<file path="src/rtl/sequential_divider.sv">
// Signed 32-step restoring divider: one quotient bit per clock, sign fix-up in a final cycle.
// Truncates toward zero; the remainder takes the sign of the dividend.
//
// state | meaning
// IDLE  | waiting for start; operands latched and magnitudes formed on accept
// CALC  | one restoring shift/subtract step per clock (skipped when divisor is 0)
// FIX   | apply signs, write results, strobe enOut on the following cycle
module sequential_divider #(
    parameter int WIDTH = 32
) (
    input  logic             clk,
    input  logic             reset,
    input  logic             start,
    input  logic [WIDTH-1:0] in1,
    input  logic [WIDTH-1:0] in2,
    output logic [WIDTH-1:0] quotient,
    output logic [WIDTH-1:0] remainder,
    output logic             busy,
    output logic             enOut,
    output logic             div_by_zero
);

    typedef enum logic [1:0] {IDLE, CALC, FIX} state_t;

    state_t           state_q, state_d;
    logic [WIDTH-1:0] dvd_q, dvd_d;
    logic [WIDTH-1:0] dvs_q, dvs_d;
    logic [WIDTH:0]   rem_q, rem_d;
    logic [5:0]       cnt_q, cnt_d;
    logic [WIDTH-1:0] a_q, a_d;
    logic             sign_a_q, sign_a_d;
    logic             sign_b_q, sign_b_d;
    logic [WIDTH-1:0] quot_q, quot_d;
    logic [WIDTH-1:0] remo_q, remo_d;
    logic             en_q, en_d;
    logic             dbz_q, dbz_d;
    logic [WIDTH+1:0] rem_sh;
    logic [WIDTH+1:0] trial;

    always_ff @(posedge clk or negedge reset) begin
        if (!reset) begin
            state_q  <= IDLE;
            dvd_q    <= '0;
            dvs_q    <= '0;
            rem_q    <= '0;
            cnt_q    <= '0;
            a_q      <= '0;
            sign_a_q <= 1'b0;
            sign_b_q <= 1'b0;
            quot_q   <= '0;
            remo_q   <= '0;
            en_q     <= 1'b0;
            dbz_q    <= 1'b0;
        end else begin
            state_q  <= state_d;
            dvd_q    <= dvd_d;
            dvs_q    <= dvs_d;
            rem_q    <= rem_d;
            cnt_q    <= cnt_d;
            a_q      <= a_d;
            sign_a_q <= sign_a_d;
            sign_b_q <= sign_b_d;
            quot_q   <= quot_d;
            remo_q   <= remo_d;
            en_q     <= en_d;
            dbz_q    <= dbz_d;
        end
    end

    always_comb begin
        state_d  = state_q;
        dvd_d    = dvd_q;
        dvs_d    = dvs_q;
        rem_d    = rem_q;
        cnt_d    = cnt_q;
        a_d      = a_q;
        sign_a_d = sign_a_q;
        sign_b_d = sign_b_q;
        quot_d   = quot_q;
        remo_d   = remo_q;
        en_d     = 1'b0;
        dbz_d    = dbz_q;
        // Shift carries the top dividend bit into the partial remainder; one
        // extra bit keeps the trial sign visible for any 32-bit magnitude.
        rem_sh   = {rem_q, dvd_q[WIDTH-1]};
        trial    = rem_sh - {2'b00, dvs_q};

        case (state_q)
            IDLE: begin
                if (start) begin
                    a_d      = in1;
                    sign_a_d = in1[WIDTH-1];
                    sign_b_d = in2[WIDTH-1];
                    dvd_d    = in1[WIDTH-1] ? -in1 : in1;
                    dvs_d    = in2[WIDTH-1] ? -in2 : in2;
                    rem_d    = '0;
                    cnt_d    = '0;
                    state_d  = CALC;
                end
            end
            CALC: begin
                if (dvs_q == '0) begin
                    state_d = FIX;
                end else begin
                    if (!trial[WIDTH+1]) begin
                        rem_d = trial[WIDTH:0];
                        dvd_d = {dvd_q[WIDTH-2:0], 1'b1};
                    end else begin
                        rem_d = rem_sh[WIDTH:0];
                        dvd_d = {dvd_q[WIDTH-2:0], 1'b0};
                    end
                    cnt_d = cnt_q + 6'd1;
                    if (cnt_q == 6'(WIDTH - 1)) state_d = FIX;
                end
            end
            FIX: begin
                en_d    = 1'b1;
                state_d = IDLE;
                if (dvs_q == '0) begin
                    quot_d = '1;
                    remo_d = a_q;
                    dbz_d  = 1'b1;
                end else begin
                    quot_d = (sign_a_q ^ sign_b_q) ? -dvd_q : dvd_q;
                    remo_d = sign_a_q ? -rem_q[WIDTH-1:0] : rem_q[WIDTH-1:0];
                    dbz_d  = 1'b0;
                end
            end
            default: state_d = IDLE;
        endcase
    end

    assign busy        = (state_q != IDLE);
    assign quotient    = quot_q;
    assign remainder   = remo_q;
    assign enOut       = en_q;
    assign div_by_zero = dbz_q;

endmodule
</file>
<file path="config.mk">
export PLATFORM = sky130hd
export DESIGN_NAME = sequential_divider
export DESIGN_NICKNAME = d
export VERILOG_FILES = /design/src/rtl/sequential_divider.sv
export SDC_FILE = /design/constraint.sdc
export NUM_CORES = 1
export LEC_CHECK = 0
export ABC_AREA = 1
export BUFFER_PORTS_ARGS = -buffer_cell sky130_fd_sc_hd__buf_2
export CORE_ASPECT_RATIO = 0.75
export CORE_MARGIN = 2
export CORE_UTILIZATION = 61
export DETAILED_ROUTE_END_ITERATION = 7
export PLACE_DENSITY_LB_ADDON = 0.12
export SLEW_MARGIN = 40
export SYNTH_ARGS = -nofsm -noshare
export SYNTH_HDL_FRONTEND = slang
export SYNTH_SLANG_ARGS = --single-unit
export TNS_END_PERCENT = 50
</file>
<file path="constraint.sdc">
create_clock -name clk -period 2.86 [get_ports clk]
set_clock_uncertainty 0.1 [all_clocks]
set_input_delay 0.143 -clock clk [delete_from_list [all_inputs] [get_ports clk]]
set_output_delay 0.143 -clock clk [all_outputs]
set_load 0.01 [all_outputs]
</file>
==> results.ini, run 1 <==
[outcome]
status=complete, no violations

[synthesis]
ys_top_cells_by_area=dfrtp_1 35%, nand2_1 18%, inv_1 8.2%
synth_xor_area_share_pct=4.069
yosysMostFrequentCell=nand2_1
synth_compound_area_share_pct=11.08
synth_seq_cells=204
synth-adder-area-share_pct=3.299
yosys.area.top_type_share_pct=34.87
synth_commonest_cells=694 x nand2_1, 320 x inv_1, 237 x nand3_1, 205 x nor2_1, 204 x dfrtp_1
syn_nets=2349
synthesis.area_um2=14640
netlist_instances=2244
synthArstFlopShare_pct=100.0
muxShareOfSynthArea_pct=0
synth.distinct_cells=40
synth_top_cell_by_area=dfrtp_1
ys_seq_area_share_pct=34.87
synthFlopType=dfrtp_1
yosys_warnings=0
synth_top_family_by_area=simple AND/OR/NAND/NOR gates
yosys.area_share.simple_pct=35.64
synth_edf_count=0
syn_avg_cell_area_um2=6.523

[hold_path]
holdCritPathClass=input port to flip-flop

[clock_tree]
htreeDepth=1
path_clk_slew_ns=0.06
clk_latency_ns=0.52
cts_tree=yes
cts_sinks=204
postCtsSetupBuffers=0
cts_buffers=22
clk_path_buf_depth=3
cts-root-buf=clkbuf_16

[cells_and_area]
nets=2520
area_growth_pct=16.08
fin_cells=2735
final_area_um2=16990
drive_above_1_share_pct=9.345
diodes=0

[place]
gp_congestion=1.002
dpl.hpwl_um=35410
port_buffers=133
placed_area_um2=15610
dp_cells=2631

[sta]
hold_viol=0
slew_headroom_pct=57.19
finalSetupViolations=0
setup_tns_ns=0
tightest_slew_ns=0.6422
fin_crit_sh_pct=96.59
fmax_ghz=0.3620
post-route-min-period_ns=2.762
fin_hold_ws_ns=0.07181
slew_viol_final=0
rsz0062_at_grt=no

[grt]
grt_usage_pct=37.20
grt_pass1_vias=14355
antenna_found_initial=1
grt_max_degree=76
grt_overflow=0
grt_pass1_wl_um=75500

[setup_path]
crit_type=flip-flop to flip-flop
end_kind=flip-flop
cp_data_arrival_time_ns=3.07
crit_fanout=34
required_ns=3.17
critPathLaunchType=flip-flop

[route]
wl_um=47080
via_per_inst=5.759
drt-initial-drc-count=1725
wl_per_cell_um=17.21
vias=15750
drtAntennaViolNets=0
drc_errors=0
dr.pass1.iters=6

[power_and_ir_drop]
comb_power_share_pct=62.1
clockPowerShare_pct=12.9
cellPowerDensity_nw_per_um2=1313
switching_power_uw=11590
leakage_uw=0.008993
finalPower_uw=22300
switching_share_pct=51.99
p_int_uw=10710
ir_drop_mv=0.7036
seqPwrFrac_pct=25.0

[floorplanning]
die_area_um2=25260
die_h_um=138.2
core_um2=23790
die_w_um=182.9
ios=134
initial_utilization_pct=61.53
row_count=49

[run]
maxCapViolCount=0

## layout by cell type (no fill, tap or decap), types with 8 or more instances in the layout
cell type / instances
a21oi_1: 74
a31oi_1: 11
buf_2: 132
buf_4: 21
clkbuf_16: 22
dfrtp_1: 204
dlygate4sd3_1: 66
ha_1: 37
inv_1: 319
nand2_1: 693
nand2_2: 8
nand3_1: 237
nand3b_1: 17
nand4_1: 21
nor2_1: 203
nor3_1: 28
o211ai_1: 33
o21ai_0: 144
o21ai_1: 10
o22ai_1: 11
xnor2_1: 19
xor2_1: 49
## routing by layer
metal / up-vias / global-route usage (%) / part of all wire [%]
li1: 7498 / - / -
met1: 7267 / 56.79 / 45
met2: 887 / 52.45 / 41
met3: 96 / 9.694 / 12
met4: 2 / 9.263 / 2.4
met5: - / 0 / 0.028
## timing repair
action / CTS / global route
hold buffers: 66 / 0
endpoints found under the setup margin: 0 / 2
gates resized for setup: 0 / 2
endpoints found under the hold margin: 156 / 0
## sequential cells by signal, indices dropped and copies added, names as in the netlist
name and cells:
state_q 2, dvd_q 32, enOut 1, div_by_zero 1
rem_q 33, sign_b_q 1, remainder 32, dvs_q 32
a_q 32, quotient 32, cnt_q 6
## power by group through the flow
stage                     sequential (µW)  clock [µW]  combinational, µW
after floorplan                      5360           0               9530
after global placement               5510           0              13000
after detailed placement             5530           0              13300
after CTS                            5510        2920              13500
after global routing                 5700        3020              15400
final                                5580        2890              13800
## path summary, 6_finish.rpt
kind | depth (start not counted) | startpoint | end | slack (ns)
min | 4 | start | a_q[6]$_DFFE_PN0P_ | 0.07
max reg2reg | 14 | rem_q[23]$_DFFE_PN0P_ | rem_q[5]$_DFFE_PN0P_ | 0.1
max | 14 | rem_q[23]$_DFFE_PN0P_ | rem_q[5]$_DFFE_PN0P_ | 0.1
min in group asynchronous | 2 | reset | rem_q[30]$_DFFE_PN0P_ | 0.10
min reg2reg | 2 | remainder[31]$_DFFE_PN0P_ | remainder[31]$_DFFE_PN0P_ | 0.38
max in group asynchronous | 3 | reset | dvd_q[3]$_DFFE_PN0P_ | 1.63
## cell families (layout without fill, tap and decap cells)
| logic type | after synthesis | in the layout |
|---|---|---|
| AOI/OAI and AO/OA | 295 | 295 |
| xor gates and xnor gates | 68 | 68 |
| adders and majority gates | 38 | 38 |
| and+or+nand+nor | 1237 | 1237 |
| buffers and inverters | 402 | 587 |
| DFF | 204 | 204 |
## critical path, cell delays in order (launching register included)
cell and delay [ns]:
dfrtp_1 0.58, ha_1 0.43, nand2_1 0.12, nand2_1 0.09
inv_1 0.06, nand2_1 0.09, a21oi_2 0.17, nor2_1 0.07
nor2_2 0.20, nand2_2 0.11, nand2_2 0.09, buf_12 0.20
nand3_1 0.16, nand3_1 0.12, nand2_1 0.06
## stage by stage
step                      util [%]  setup WS (ns)
after floorplan                  -         0.7396
after global placement       65.49         0.2333
after detailed placement     65.60         0.2508
after CTS                    71.41         0.2193
after global routing         71.43        0.04741
final                        71.43        0.09754
## cell type report
type	instances	area [µm²]
Clock inverter	8	101.3
Tap cell	306	382.9
Fill cell	2008	6797
Multi-Input combinational cell	1638	7929
Sequential cell	204	5105
Timing Repair Buffer	227	1640
Inverter	322	1212
Clock buffer	30	620.6
Power figures use the tool's default switching activity.
==> run 2, diff against run 1 <==
SETUP_SLACK_MARGIN = 0.4   (was default)
==> run 2 against run 1 <==
- core utilization rose by 3.8 points
- critical path depth rose by 1
- final cell count rose by 0.95%
- critical path type unchanged
- register-to-register slack improved by 0.29 ns
- sequential share of layout area fell by 1.4 points
- first-iteration DRC count rose by 25%
- count of clock-buffer cells in the layout did not move
- via count rose by 2.9%
==> results.ini, run 2 (synthesis gave the netlist of run 1 again) <==
[clock_tree]
path_clk_slew_ns=0.07  ; about the same
cts_tree=yes
cts_buffers=22  ; unchanged
htreeDepth=1  ; unchanged
clk_path_buf_depth=3  ; unchanged
cts_sinks=204  ; unchanged
clk_latency_ns=0.52  ; about the same
cts-root-buf=clkbuf_16

[floorplanning]
initial_utilization_pct=61.53  ; unchanged
die_h_um=138.2  ; unchanged
die_area_um2=25260  ; unchanged
row_count=49  ; unchanged
core_um2=23790  ; unchanged
die_w_um=182.9  ; unchanged
ios=134  ; unchanged

[cells_and_area]
largest_register_ffs=33  ; unchanged
drive_above_1_share_pct=14.18  ; +4.8 points
fillers=1852  ; -7.8%
fin_util_pct=75.24  ; +3.8 points
final_common_cell=nand2_1
nets=2545  ; +0.99%
layout_common_cells=682 x nand2_1, 306 x inv_1, 232 x nand3_1, 192 x nor2_1, 188 x dfrtp_1
area_growth_pct=22.28
regMostFlops=rem_q

[grt]
grt_pass1_vias=14449  ; +0.65%
grt_pass1_wl_um=75710  ; +0.28%
grt_usage_pct=37.35  ; +0.15 points
grt_max_degree=76  ; unchanged
antenna_found_initial=0  ; -1
grt_overflow=0  ; unchanged

[setup_path]
path_buf_inv=2  ; unchanged
required_ns=3.17  ; about the same
worst_r2r_path_depth=15  ; +1
slowest_stage=dfrtp_1
r2r_start=dvs_q[22]$_DFFE_PN0P_
crit_type=flip-flop to flip-flop
critical_path.top_delay_family=simple AND/OR/NAND/NOR gates
end_kind=flip-flop
cp_data_arrival_time_ns=2.79  ; -0.28 ns
critPathLaunchType=flip-flop
crit_fanout=9  ; -74%
crit_chain=inv_1, ha_4, nand2_1, nand2_1, nand2_1, nand2_1, a21oi_2, nor2_2, nor2_4, nand2_4, nand2_4, buf_12, nand3_1, nand3_1, nand2_1
cp.depth=15  ; +1
r2r_slack_ns=0.38  ; +0.29 ns
r2r-end=rem_q[1]$_DFFE_PN0P_
cpMostUsedCell=nand2_1
slowest_delay_ns=0.38  ; -0.20 ns

[route]
drtAntennaViolNets=0  ; unchanged
wl_per_cell_um=18.04  ; +4.8%
drc_errors=0  ; unchanged
wl_um=49820  ; +5.8%
via_per_inst=5.869  ; +1.9%
dr.pass1.iters=7  ; +1
drt-initial-drc-count=2150  ; +25%
vias=16203  ; +2.9%

[power_and_ir_drop]
ir_drop_mv=0.7014  ; -0.30%
cellPowerDensity_nw_per_um2=1362  ; +3.8%
finalPower_uw=24370  ; +9.3%
leakage_uw=0.009204  ; +2.3%

[sta]
finalSetupViolations=0  ; unchanged
hold_viol=0  ; unchanged
fin_crit_sh_pct=86.62  ; -10 points
tightest_slew_ns=0.6386  ; -0.003599 ns
slew_headroom_pct=57.43  ; +0.24 points
rsz0062_at_grt=yes
post-route-min-period_ns=2.477  ; -0.2852 ns
setup_tns_ns=0  ; unchanged
slew_viol_final=0  ; unchanged
fmax_ghz=0.4037  ; +12%

[place]
port_buffers=133  ; unchanged
dpl.hpwl_um=35410  ; unchanged
gp_congestion=1.002  ; unchanged

[outcome]
status=complete, no violations

[hold_path]
holdCritPathClass=input port to flip-flop
hold_depth=4  ; unchanged
hold-path-endpoint=a_q[6]$_DFFE_PN0P_
hold_start=start

[run]
maxCapViolCount=0  ; unchanged

-- run 2: cell types whose count changed in the layout (fill, tap and decap cells not counted), sizes merged --
| cell | previous run | this run |
|---|---|---|
| clkbuf | 31 | 38 |
| dlygate4sd3 | 66 | 64 |
| buf | 160 | 179 |
| nor2 | 212 | 213 |
| diode | 0 | 1 |
-- run 2: worst max-delay path by stage --
stage,start,end
after global routing,dvd_q[31]$_DFFE_PN0P_,rem_q[30]$_DFFE_PN0P_
after global placement,rem_q[23]$_DFFE_PN0P_,dvd_q[0]$_DFFE_PN0P_
final,dvs_q[22]$_DFFE_PN0P_,rem_q[1]$_DFFE_PN0P_
after detailed placement,rem_q[23]$_DFFE_PN0P_,dvd_q[0]$_DFFE_PN0P_
after CTS,dvs_q[24]$_DFFE_PN0P_,rem_q[5]$_DFFE_PN0P_
after floorplan,rem_q[18]$_DFFE_PN0P_,rem_q[18]$_DFFE_PN0P_
-- run 2: timing repair --
item	in CTS	in global routing
hold buffers	64	0
buffers inserted	1	16
setup endpoints to repair	39	101
cloned	1	9
gates resized for setup	22	101
pin swaps	3	10
endpoints found under the hold margin	156	0
-- run 2: area by class of cell --
type / count / area, µm² / area share (%)
multi-input cells: 1639 / 8492 / 47.44
flip-flops and latches: 204 / 5125 / 28.63
repair buffers: 251 / 1962 / 10.96
inverters: 322 / 1212 / 6.774
clock buffers: 30 / 620.6 / 3.467
well taps: 306 / 382.9 / 2.139
clock inverters: 8 / 101.3 / 0.5662
diodes: 1 / 2.502 / 0.01398
-- run 2: through the flow --
step,hold WS (ns),worst slack [ns],cells,instance area [µm²]
finish,0.03346,0.3828,2761,17900
floorplan,-0.2526,0.7396,2244,14640
global placement,0.1052,0.2333,2630,15580
detailed placement,0.1042,0.2508,2631,15610
global route,0.07807,0.2868,2760,17900
CTS,0.01879,0.3510,2735,17050
-- run 2: layer usage --
layer / wire [µm] / GRT usage, % / vias up
met5: 0 / 0 / -
met4: 1371 / 9.432 / 0
met3: 6727 / 10.22 / 112
met2: 20500 / 52.97 / 1071
met1: 21230 / 56.38 / 7458
li1: - / - / 7562
-- run 2: worst reg2reg max path: cells and delay by family (launching register included) --
| kind | cells | cell delay [ns] |
|---|---|---|
| and+or+nand+nor | 11 | 1.14 |
| buffers and inverters | 2 | 0.32 |
| AOI/OAI and AO/OA | 1 | 0.16 |
| adders and majority gates | 1 | 0.26 |
| DFF | 1 | 0.38 |
-- run 2: where the power goes --
group	internal, µW	switching [µW]	leakage [µW]	total [µW]
Clock	1700	1210	0.000359	2910
Combinational	5840	9940	0.00637	15800
Sequential	4310	1380	0.00248	5690
